===== config.mk =====
export PLATFORM = sky130hd
export DESIGN_NAME = sma_fb_param_flat
export DESIGN_NICKNAME = d
export VERILOG_FILES = /design/src/rtl/sma_fb_param_pkg.sv /design/src/rtl/sma_fb_param_if.sv /design/src/rtl/sma_fb_delay_line.sv /design/src/rtl/sma_fb_param.sv /design/src/flat_wrapper.sv
export SDC_FILE = /design/constraint.sdc
export NUM_CORES = 1
export LEC_CHECK = 0
export ABC_AREA = 1
export BUFFER_PORTS_ARGS = -buffer_cell sky130_fd_sc_hd__buf_2
export CAP_MARGIN = 20
export CORE_ASPECT_RATIO = 1.75
export CORE_MARGIN = 10
export CORE_UTILIZATION = 55
export DETAILED_ROUTE_END_ITERATION = 8
export PLACE_DENSITY = 0.72
export SYNTH_ARGS = -nofsm -noshare
export SYNTH_HDL_FRONTEND = slang
export SYNTH_HIERARCHICAL = 1
export SYNTH_SLANG_ARGS = --single-unit

===== constraint.sdc =====
create_clock -name clk -period 7.3 [get_ports clk]
set_input_delay 0.365 -clock clk [delete_from_list [all_inputs] [get_ports clk]]
set_output_delay 0.365 -clock clk [all_outputs]
set_load 0.01 [all_outputs]

===== src/rtl/sma_fb_param_pkg.sv =====
// Shared definitions for the running-sum moving-average filter.
// Holds the window-size limit and the accumulator width helper.
// Optional feature macro: SMA_FB_ROUND_EN (round-half-up output instead of floor).
package sma_fb_param_pkg;

    localparam int SMA_FB_MAX_LOG2_DEPTH = 6;

    // Running sum of 2**log2_depth samples of data_w bits never overflows this width
    function automatic int acc_w(input int data_w, input int log2_depth);
        return data_w + log2_depth;
    endfunction

endpackage


===== src/rtl/sma_fb_param_if.sv =====
// Sample-stream bus of the moving-average filter: input samples with valid and
// clear, averaged output with valid and window-full status.
interface sma_fb_param_if #(
    parameter int DATA_W = 16
);
    logic                     clr;
    logic                     x_valid;
    logic signed [DATA_W-1:0] x;
    logic                     y_valid;
    logic signed [DATA_W-1:0] y;
    logic                     window_full;

    modport master (output clr, x_valid, x, input y_valid, y, window_full);
    modport slave  (input clr, x_valid, x, output y_valid, y, window_full);
endinterface


===== src/rtl/sma_fb_delay_line.sv =====
// Circular sample buffer of 2**LOG2_DEPTH entries. The oldest sample is the
// entry about to be overwritten, so it is read combinationally at wr_ptr
// before the write lands on the same edge.
module sma_fb_delay_line
    import sma_fb_param_pkg::*;
#(
    parameter int DATA_W     = 16,
    parameter int LOG2_DEPTH = 2
) (
    input  logic                     clk,
    input  logic                     rst,
    input  logic                     clr,
    input  logic                     we,
    input  logic signed [DATA_W-1:0] din,
    output logic signed [DATA_W-1:0] oldest
);
    localparam int DEPTH = 1 << LOG2_DEPTH;
    localparam int PTR_W = (LOG2_DEPTH > 0) ? LOG2_DEPTH : 1;

    logic signed [DATA_W-1:0] mem [DEPTH];
    logic [PTR_W-1:0]         wr_ptr;

    assign oldest = mem[wr_ptr];

    // Buffer and write pointer; pointer wraps naturally at DEPTH
    always_ff @(posedge clk or negedge rst) begin
        if (!rst) begin
            for (int i = 0; i < DEPTH; i++) mem[i] <= '0;
            wr_ptr <= '0;
        end else if (clr) begin
            for (int i = 0; i < DEPTH; i++) mem[i] <= '0;
            wr_ptr <= '0;
        end else if (we) begin
            mem[wr_ptr] <= din;
            wr_ptr      <= (DEPTH == 1) ? '0 : wr_ptr + 1'b1;
        end
    end

endmodule


===== src/rtl/sma_fb_param.sv =====
// Simple moving average in feedback form: acc += x_new - x_oldest, y = acc / DEPTH.
// Output registered one cycle after each accepted sample, with a valid pulse
// and a window-full flag. Optional macro SMA_FB_ROUND_EN selects round-half-up
// instead of floor for the divide.
module sma_fb_param
    import sma_fb_param_pkg::*;
#(
    parameter int DATA_W     = 16,
    parameter int LOG2_DEPTH = 2
) (
    input logic          clk,
    input logic          rst,
    sma_fb_param_if.slave bus
);
    localparam int DEPTH = 1 << LOG2_DEPTH;
    localparam int ACC_W = acc_w(DATA_W, LOG2_DEPTH);
    localparam int CNT_W = LOG2_DEPTH + 1;

    logic                     accept;
    logic signed [DATA_W-1:0] oldest;
    logic signed [ACC_W-1:0]  old_ext, x_ext, acc, acc_n;
    logic [CNT_W-1:0]         fill_cnt, fill_n;
    logic signed [DATA_W-1:0] y_n;

    // clr beats a coincident sample
    assign accept = bus.x_valid & ~bus.clr;

    sma_fb_delay_line #(.DATA_W(DATA_W), .LOG2_DEPTH(LOG2_DEPTH)) u_dly (
        .clk    (clk),
        .rst    (rst),
        .clr    (bus.clr),
        .we     (accept),
        .din    (bus.x),
        .oldest (oldest)
    );

    // Signed assignment to the wider type sign-extends both operands
    assign old_ext = oldest;
    assign x_ext   = bus.x;
    assign acc_n   = acc - old_ext + x_ext;
    assign fill_n  = (fill_cnt == CNT_W'(DEPTH)) ? fill_cnt : fill_cnt + 1'b1;

`ifdef SMA_FB_ROUND_EN
    // Half-LSB bias; evaluates to zero for a 1-deep window
    localparam logic signed [ACC_W:0] HALF = (ACC_W+1)'((1 << LOG2_DEPTH) >> 1);
    logic signed [ACC_W:0] acc_rnd;
    assign acc_rnd = acc_n + HALF;
    assign y_n     = DATA_W'(acc_rnd >>> LOG2_DEPTH);
`else
    assign y_n     = DATA_W'(acc_n >>> LOG2_DEPTH);
`endif

    // Running sum, fill count and registered outputs; y holds across gaps and clr
    always_ff @(posedge clk or negedge rst) begin
        if (!rst) begin
            acc             <= '0;
            fill_cnt        <= '0;
            bus.y           <= '0;
            bus.y_valid     <= 1'b0;
            bus.window_full <= 1'b0;
        end else if (bus.clr) begin
            acc             <= '0;
            fill_cnt        <= '0;
            bus.y_valid     <= 1'b0;
            bus.window_full <= 1'b0;
        end else begin
            bus.y_valid <= accept;
            if (accept) begin
                acc             <= acc_n;
                fill_cnt        <= fill_n;
                bus.y           <= y_n;
                bus.window_full <= (fill_n == CNT_W'(DEPTH));
            end
        end
    end

endmodule

===== src/flat_wrapper.sv =====
// flat-port wrapper written by rule: the top's interface ports become plain ports
module sma_fb_param_flat import sma_fb_param_pkg::*;
#(
    parameter int DATA_W     = 16,
    parameter int LOG2_DEPTH = 2
)
  (clk, rst, bus_clr, bus_x_valid, bus_x, bus_y_valid, bus_y, bus_window_full);
  sma_fb_param_if #(.DATA_W(DATA_W)) bus_i ();
  input logic clk;
  input logic rst;
  input wire logic [$bits(bus_i.clr)-1:0] bus_clr;
  input wire logic [$bits(bus_i.x_valid)-1:0] bus_x_valid;
  input wire logic [$bits(bus_i.x)-1:0] bus_x;
  output wire logic [$bits(bus_i.y_valid)-1:0] bus_y_valid;
  output wire logic [$bits(bus_i.y)-1:0] bus_y;
  output wire logic [$bits(bus_i.window_full)-1:0] bus_window_full;
  assign bus_i.clr = bus_clr;
  assign bus_i.x_valid = bus_x_valid;
  assign bus_i.x = bus_x;
  assign bus_y_valid = bus_i.y_valid;
  assign bus_y = bus_i.y;
  assign bus_window_full = bus_i.window_full;
  sma_fb_param #(.DATA_W(DATA_W), .LOG2_DEPTH(LOG2_DEPTH)) u_core (.clk(clk), .rst(rst), .bus(bus_i));
endmodule

==> impl_metrics.csv, run 1 <==
group,metric,value,unit
timing,min_period_over_period,54.7,%
setup_path,cp_cell_sequence,"clkinv_1 -> nand3_1 -> nand2_1 -> ha_1 -> inv_1 -> ha_1 -> inv_1 -> fa_1 -> o21ai_2 -> nand2_1 -> nand2_2 -> a21oi_1 -> o21ai_0 -> o21ai_0",
setup_path,cp-start-kind,"flip-flop",
place,pre_cts_slack,3400,ps
die,pin_count,38,
setup_path,criticalPathCategory,"reg -> reg",
clocking,cts_tree,"built",
place,portBuffers,37,
setup_path,arrival,4210,ps
run,drv_cap,0,
die,dieWidth,102,um
die,die_area,16500,um2
clocking,path_clk_slew,70,ps
routing,wire_per_inst,15.7,um
synthesis,synthArstFlopShare,100,%
timing,maxSlewViolCount,0,
clocking,cts_buffers,9,
final_layout,layout-drive-gt1-share,8.19,%
synthesis,synth_largest_area_cell,"dfrtp_1",
clocking,clk_latency,350,ps
routing,vias,5465,
synthesis,synth_enable_flop_cells,0,
synthesis,ys_top_cells_by_count,"nand2_1 (270), inv_1 (172), dfrtp_1 (105)",
clocking,post_cts_resized,0,
routing,drt-initial-drc-count,380,
timing,setup_violations,0,
setup_path,critPathSlowestCell,"dfrtp_1",
timing,fmax,250,MHz
final_layout,final_area,6950,um2
synthesis,seq_area_frac_synth,41.0,%
final_layout,seq_area,2630,um2
setup_path,cpPeakStageDelay,830,ps
global_routing,grt-ovfl-total,0,
synthesis,netlist_area,6400,um2
timing,tns,0,ps
routing,drt-total-wl,16100,um
global_routing,grt_start_max_net_pins,64,
synthesis,synthDistinctLibCells,34,
clocking,postCtsSetupBuffers,0,
outcome,outcome,"finished, violations left",
synthesis,avgSynthCellArea,7.43,um2
die,core,11500,um2
final_layout,area_growth,8.64,%
clocking,cts_sinks,105,
synthesis,synth_cells,861,
power,power.static_leakage,3.84,nW
synthesis,synth_most_common_cell,"nand2_1",
routing,ant_nets,0,
timing,fin_crit,4000,ps
setup_path,worstPathRequired,7510,ps
timing,maxSlewHeadroom,40.9,%
setup_path,critPathBufInv,3,
synthesis,synth_nets,923,
timing,skew,8.62,ps
final_layout,fin_nets,948,
timing,tightest_slew,885,ps
routing,route.detailed.drc,0,
min_path,hold_class,"in -> async",
routing,viasPerCell,5.33,
synthesis,ys.flop_type,"dfrtp_1",
global_routing,grt_pass1_vias,5546,
clocking,h-tree-depth,3,
die,die_y,163,um
timing,rsz0062_at_grt,"false",
timing,hold_viol,5,
global_routing,grt_antenna_before_repair,0,
synthesis,ys_warn_count,6,
power,ir_drop,0.000200,V
final_layout,num-fill-cells,1108,
synthesis,synth_area_leaders,"dfrtp_1 (41%), nand2_1 (16%), inv_1 (10%)",
global_routing,grt_pass1_wl,26800,um
setup_path,cp_top_family,"adder cells",
clocking,clock_path_buffers,2,
power,p_per_area,325,nW/um2
setup_path,crit_fanout,19,
clocking,hold_buffers,0,
timing,whs,-3.50,ps
synthesis,synth_seq_cells,105,
final_layout,multiInputGateArea,2960,um2
clocking,cts_root_buf,"clkbuf_16",
timing,setup_slack,3300,ps
die,initial_utilization,55.6,%
place,hpwlAfterDp,11900,um
global_routing,track_usage,20.5,%
place,placed_area,6640,um2
outcome,violations,"hold timing",
setup_path,r2r_slack,3300,ps
setup_path,crit_path_end_kind,"flip-flop",
die,fp-row-count,52,
routing,drtPass1Iterations,5,
synthesis,yosysTopAreaCellShare,41.0,%
place,place_congestion,0.881,
final_layout,diodes,0,
## where the power goes
part / internal [mW] / switching [mW] / leakage [nW]
Combinational: 0.364 / 0.669 / 2.27
Sequential: 0.672 / 0.0402 / 1.42
Clock: 0.296 / 0.221 / 0.156
## area by class of cell
type	count	share of cell area, %
clock buffers	13	3.89
clock inverters	3	0.684
inverters	179	9.66
multi-input cells	551	42.5
flip-flops and latches	105	37.8
well taps	135	2.43
repair buffers	40	3.02
## layout by cell type (no fill, tap or decap), drive strengths merged
| master | count |
|---|---|
| bufinv | 1 |
| or2 | 3 |
| xnor2 | 3 |
| a21oi | 18 |
| buf | 40 |
| nor2 | 26 |
| nand3 | 81 |
| inv | 174 |
| fa | 17 |
| and2 | 2 |
| clkinv | 7 |
| xor2 | 1 |
| ha | 25 |
| dfrtp | 105 |
| o22ai | 3 |
| o211ai | 1 |
| a21o | 2 |
| clkbuf | 13 |
| nand3b | 4 |
| nor3 | 2 |
| nand4 | 23 |
| nand2 | 276 |
| o21ai | 64 |
## kinds of logic after synthesis
| logic type | count (synthesis) | share of synthesized area (%) |
|---|---|---|
| buffers and inverters | 205 | 12.7 |
| AND/OR/NAND/NOR | 417 | 28.3 |
| flip-flops | 105 | 41.0 |
| XOR/XNOR | 4 | 0.547 |
| adder cells (fa/ha/maj) | 42 | 10.2 |
| AO/OA/AOI/OAI | 88 | 7.11 |
## worst paths after layout
kind,start,endpoint,depth (start not counted)
max in group asynchronous,rst,u_core/u_dly/mem[22],2
worst min-delay path,rst,u_core/u_dly/mem[28],1
worst max register to register,u_core/u_dly/wr_ptr[1],u_core/acc[6],14
min in group clk,bus_x[10],u_core/u_dly/mem[42],3
worst min register to register,u_core/bus.y[0],u_core/bus.y[0],2
worst max-delay path,u_core/u_dly/wr_ptr[1],u_core/acc[6],14
## flip-flops by register name, summed over array words and instances, names as in the netlist
name,count
u_core/fill_cnt,3
u_core/bus.window_full,1
u_core/u_dly/wr_ptr,2
u_core/bus.y_valid,1
u_core/bus.y,16
u_core/acc,18
u_core/u_dly/mem,64
## metrics by stage
step,cells,utilization (%),total power [mW]
global placement,1010,57.6,1.73
CTS,1026,60.4,2.27
floorplan,861,-,1.48
detailed placement,1010,57.6,1.75
global route,1026,60.4,2.45
finish,1026,60.4,2.26
## metal layers
metal	vias to the layer above	share of wire, %	track usage [%]
met2	159	51	35.3
met1	2554	41	23.7
met5	-	0	0
met3	48	3.7	2.85
li1	2704	-	-
met4	0	4.9	11.3
Note: power is estimated with default switching activity, not from simulation.
==> run 2: changes to the inputs <==
- PLACE_DENSITY: 0.72 -> 0.75
- clock period: 7.3 -> 3.32 ns (I/O delays scaled with it)
==> run 2 against run 1 <==
Net effect: the flow now finishes without violations; combinational power rose by 120%; worst setup slack got worse by 3100 ps; register-to-register slack worse by 3100 ps; die area stayed put; routed wire length grew 1.3%; via count increased by 1.5%; total power rose by 120%; count of clock-buffer cells in the layout unchanged; highest routed layer unchanged.
==> impl_metrics.csv, run 2 (synthesis results as in run 1) <==
group,metric,value,unit
place,dp_cells,1017,
power,power.internal,2.86,mW
global_routing,grt-ovfl-total,0,
min_path,holdPathStages,3,
setup_path,cp_cell_sequence,"buf_4 -> nand2_1 -> nand3_1 -> nand2_1 -> fa_1 -> fa_1 -> o21ai_2 -> nand2_1 -> nand2_2 -> a21oi_1 -> o21ai_0 -> o21ai_0",
routing,drtPass1Iterations,7,
clocking,cts_tree,"built",
power,p_sw,2.04,mW
final_layout,area_growth,9.27,%
power,p_per_area,702,nW/um2
die,dieWidth,102,um
die,die_area,16500,um2
die,core,11500,um2
clocking,cts_root_buf,"clkbuf_16",
final_layout,multiInputGateArea,2960,um2
setup_path,criticalPathCategory,"reg -> reg",
final_layout,layout-drive-gt1-share,8.90,%
die,pin_count,38,
power,finalPower,4.91,mW
setup_path,r2r_slack,230,ps
place,pre_cts_slack,239,ps
timing,min_period_over_period,92.9,%
setup_path,crit_path_end_kind,"flip-flop",
routing,drt-total-wl,16300,um
timing,tns,0,ps
outcome,outcome,"finished clean",
setup_path,crit_fanout,34,
final_layout,instances_no_fill,1034,
power,power_frac_seq,32.0,%
final_layout,fin_nets,956,
die,die_y,163,um
power,p_sw_share,41.6,%
routing,route.detailed.drc,0,
setup_path,cp-start-kind,"flip-flop",
setup_path,worst-path-stages,12,
global_routing,grt_antenna_before_repair,0,
final_layout,final_area,6990,um2
power,p_comb_share,46.7,%
final_layout,top_regs,"u_core/u_dly/mem x64, u_core/acc x18, u_core/bus.y x16",
timing,setup_slack,235,ps
global_routing,grt_start_max_net_pins,58,
setup_path,cpMostUsedCell,"nand2_1",
timing,fin_crit,3090,ps
timing,fmax,324,MHz
global_routing,grt_pass1_wl,27500,um
final_layout,largest_reg_flops,64,
final_layout,num-fill-cells,1058,
die,fp-row-count,52,
place,portBuffers,37,
clocking,clk_latency,340,ps
global_routing,track_usage,20.9,%
clocking,path_clk_slew,70,ps
clocking,cts_sinks,105,
min_path,hold_start,"bus_x[11]",
final_layout,final_cell_mix,"nand2_1 (270), inv_1 (172), dfrtp_1 (105)",
timing,whs,108,ps
place,hpwlAfterDp,12200,um
setup_path,worstPathRequired,3530,ps
power,ir_drop,0.000518,V
clocking,cts_buffers,9,
setup_path,timing.rr.start,"u_core/u_dly/wr_ptr[0]",
timing,skew,8.70,ps
setup_path,worstRegToRegCells,12,
timing,setup_violations,0,
setup_path,critPathBufInv,1,
routing,ant_nets,0,
final_layout,diodes,0,
global_routing,grt_pass1_vias,5830,
final_layout,layout_commonest_cell,"nand2_1",
power,power.static_leakage,3.87,nW
setup_path,critPathSlowestCell,"fa_1",
setup_path,arrival,3290,ps
timing,rsz0062_at_grt,"false",
run,drv_cap,0,
clocking,clock_path_buffers,2,
final_layout,seq_area,2630,um2
routing,drt-initial-drc-count,348,
routing,vias,5545,
final_layout,top_register,"u_core/u_dly/mem",
power,clock_power_share,21.2,%
timing,hold_viol,0,
timing,maxSlewHeadroom,48.9,%
setup_path,r2r_end,"u_core/acc[6]",
timing,maxSlewViolCount,0,
clocking,h-tree-depth,3,
setup_path,cp_top_family,"adder cells",
timing,tightest_slew,766,ps
setup_path,cpPeakStageDelay,530,ps
min_path,hold_end,"u_core/u_dly/mem[59]",
routing,viasPerCell,5.36,
die,initial_utilization,55.6,%
min_path,hold_class,"in -> reg",
place,placed_area,6690,um2
final_layout,fin_util,60.7,%
routing,wire_per_inst,15.7,um
place,place_congestion,0.929,
run 2: layout make-up:
class                      count  area share [%]
tap                          135            2.42
clock buffer                  13            3.86
inverter                     179            9.64
timing repair buffer          48            3.90
multi-input combinational    551            42.3
sequential                   105            37.6
clock inverter                 3           0.322
run 2: metal layers:
metal | track usage (%) | vias to the layer above | share of wire (%)
met5 | 0 | - | 0
met4 | 13.5 | 0 | 5.3
met3 | 3.27 | 61 | 3.7
met2 | 36.4 | 169 | 52
met1 | 22.8 | 2591 | 39
li1 | - | 2724 | -
run 2: worst max-delay path by stage:
stage	startpoint	endpoint	slack [ps]
floorplan	u_core/u_dly/wr_ptr[0]	u_core/acc[14]	630
global placement	u_core/u_dly/wr_ptr[0]	u_core/bus.y[11]	260
detailed placement	u_core/u_dly/wr_ptr[0]	u_core/bus.y[15]	240
CTS	u_core/u_dly/wr_ptr[0]	u_core/acc[9]	160
global route	u_core/u_dly/wr_ptr[0]	u_core/bus.y[15]	30
finish	u_core/u_dly/wr_ptr[0]	u_core/acc[6]	230
run 2: power by group through the flow:
stage               combinational, mW  sequential, mW  clock, mW
floorplan                        1.62            1.63          0
global placement                 2.24            1.59          0
detailed placement               2.27            1.59          0
CTS                              2.29            1.57       1.07
global route                     2.65            1.60       1.11
finish                           2.29            1.57       1.04
run 2: timing repair:
item	in CTS	in global routing
hold buffers	1	0
buffers inserted	0	0
resized for setup	0	2
endpoints found under the hold margin	55	0
setup endpoints to repair	0	10
run 2: worst reg2reg max path, cell delays in order, from the launching register on:
cell and delay (ps):
dfrtp_1 400, buf_4 390, nand2_1 100, nand3_1 100, nand2_1 100, fa_1 530
fa_1 500, o21ai_2 250, nand2_1 90, nand2_2 140, a21oi_1 70, o21ai_0 140
o21ai_0 140
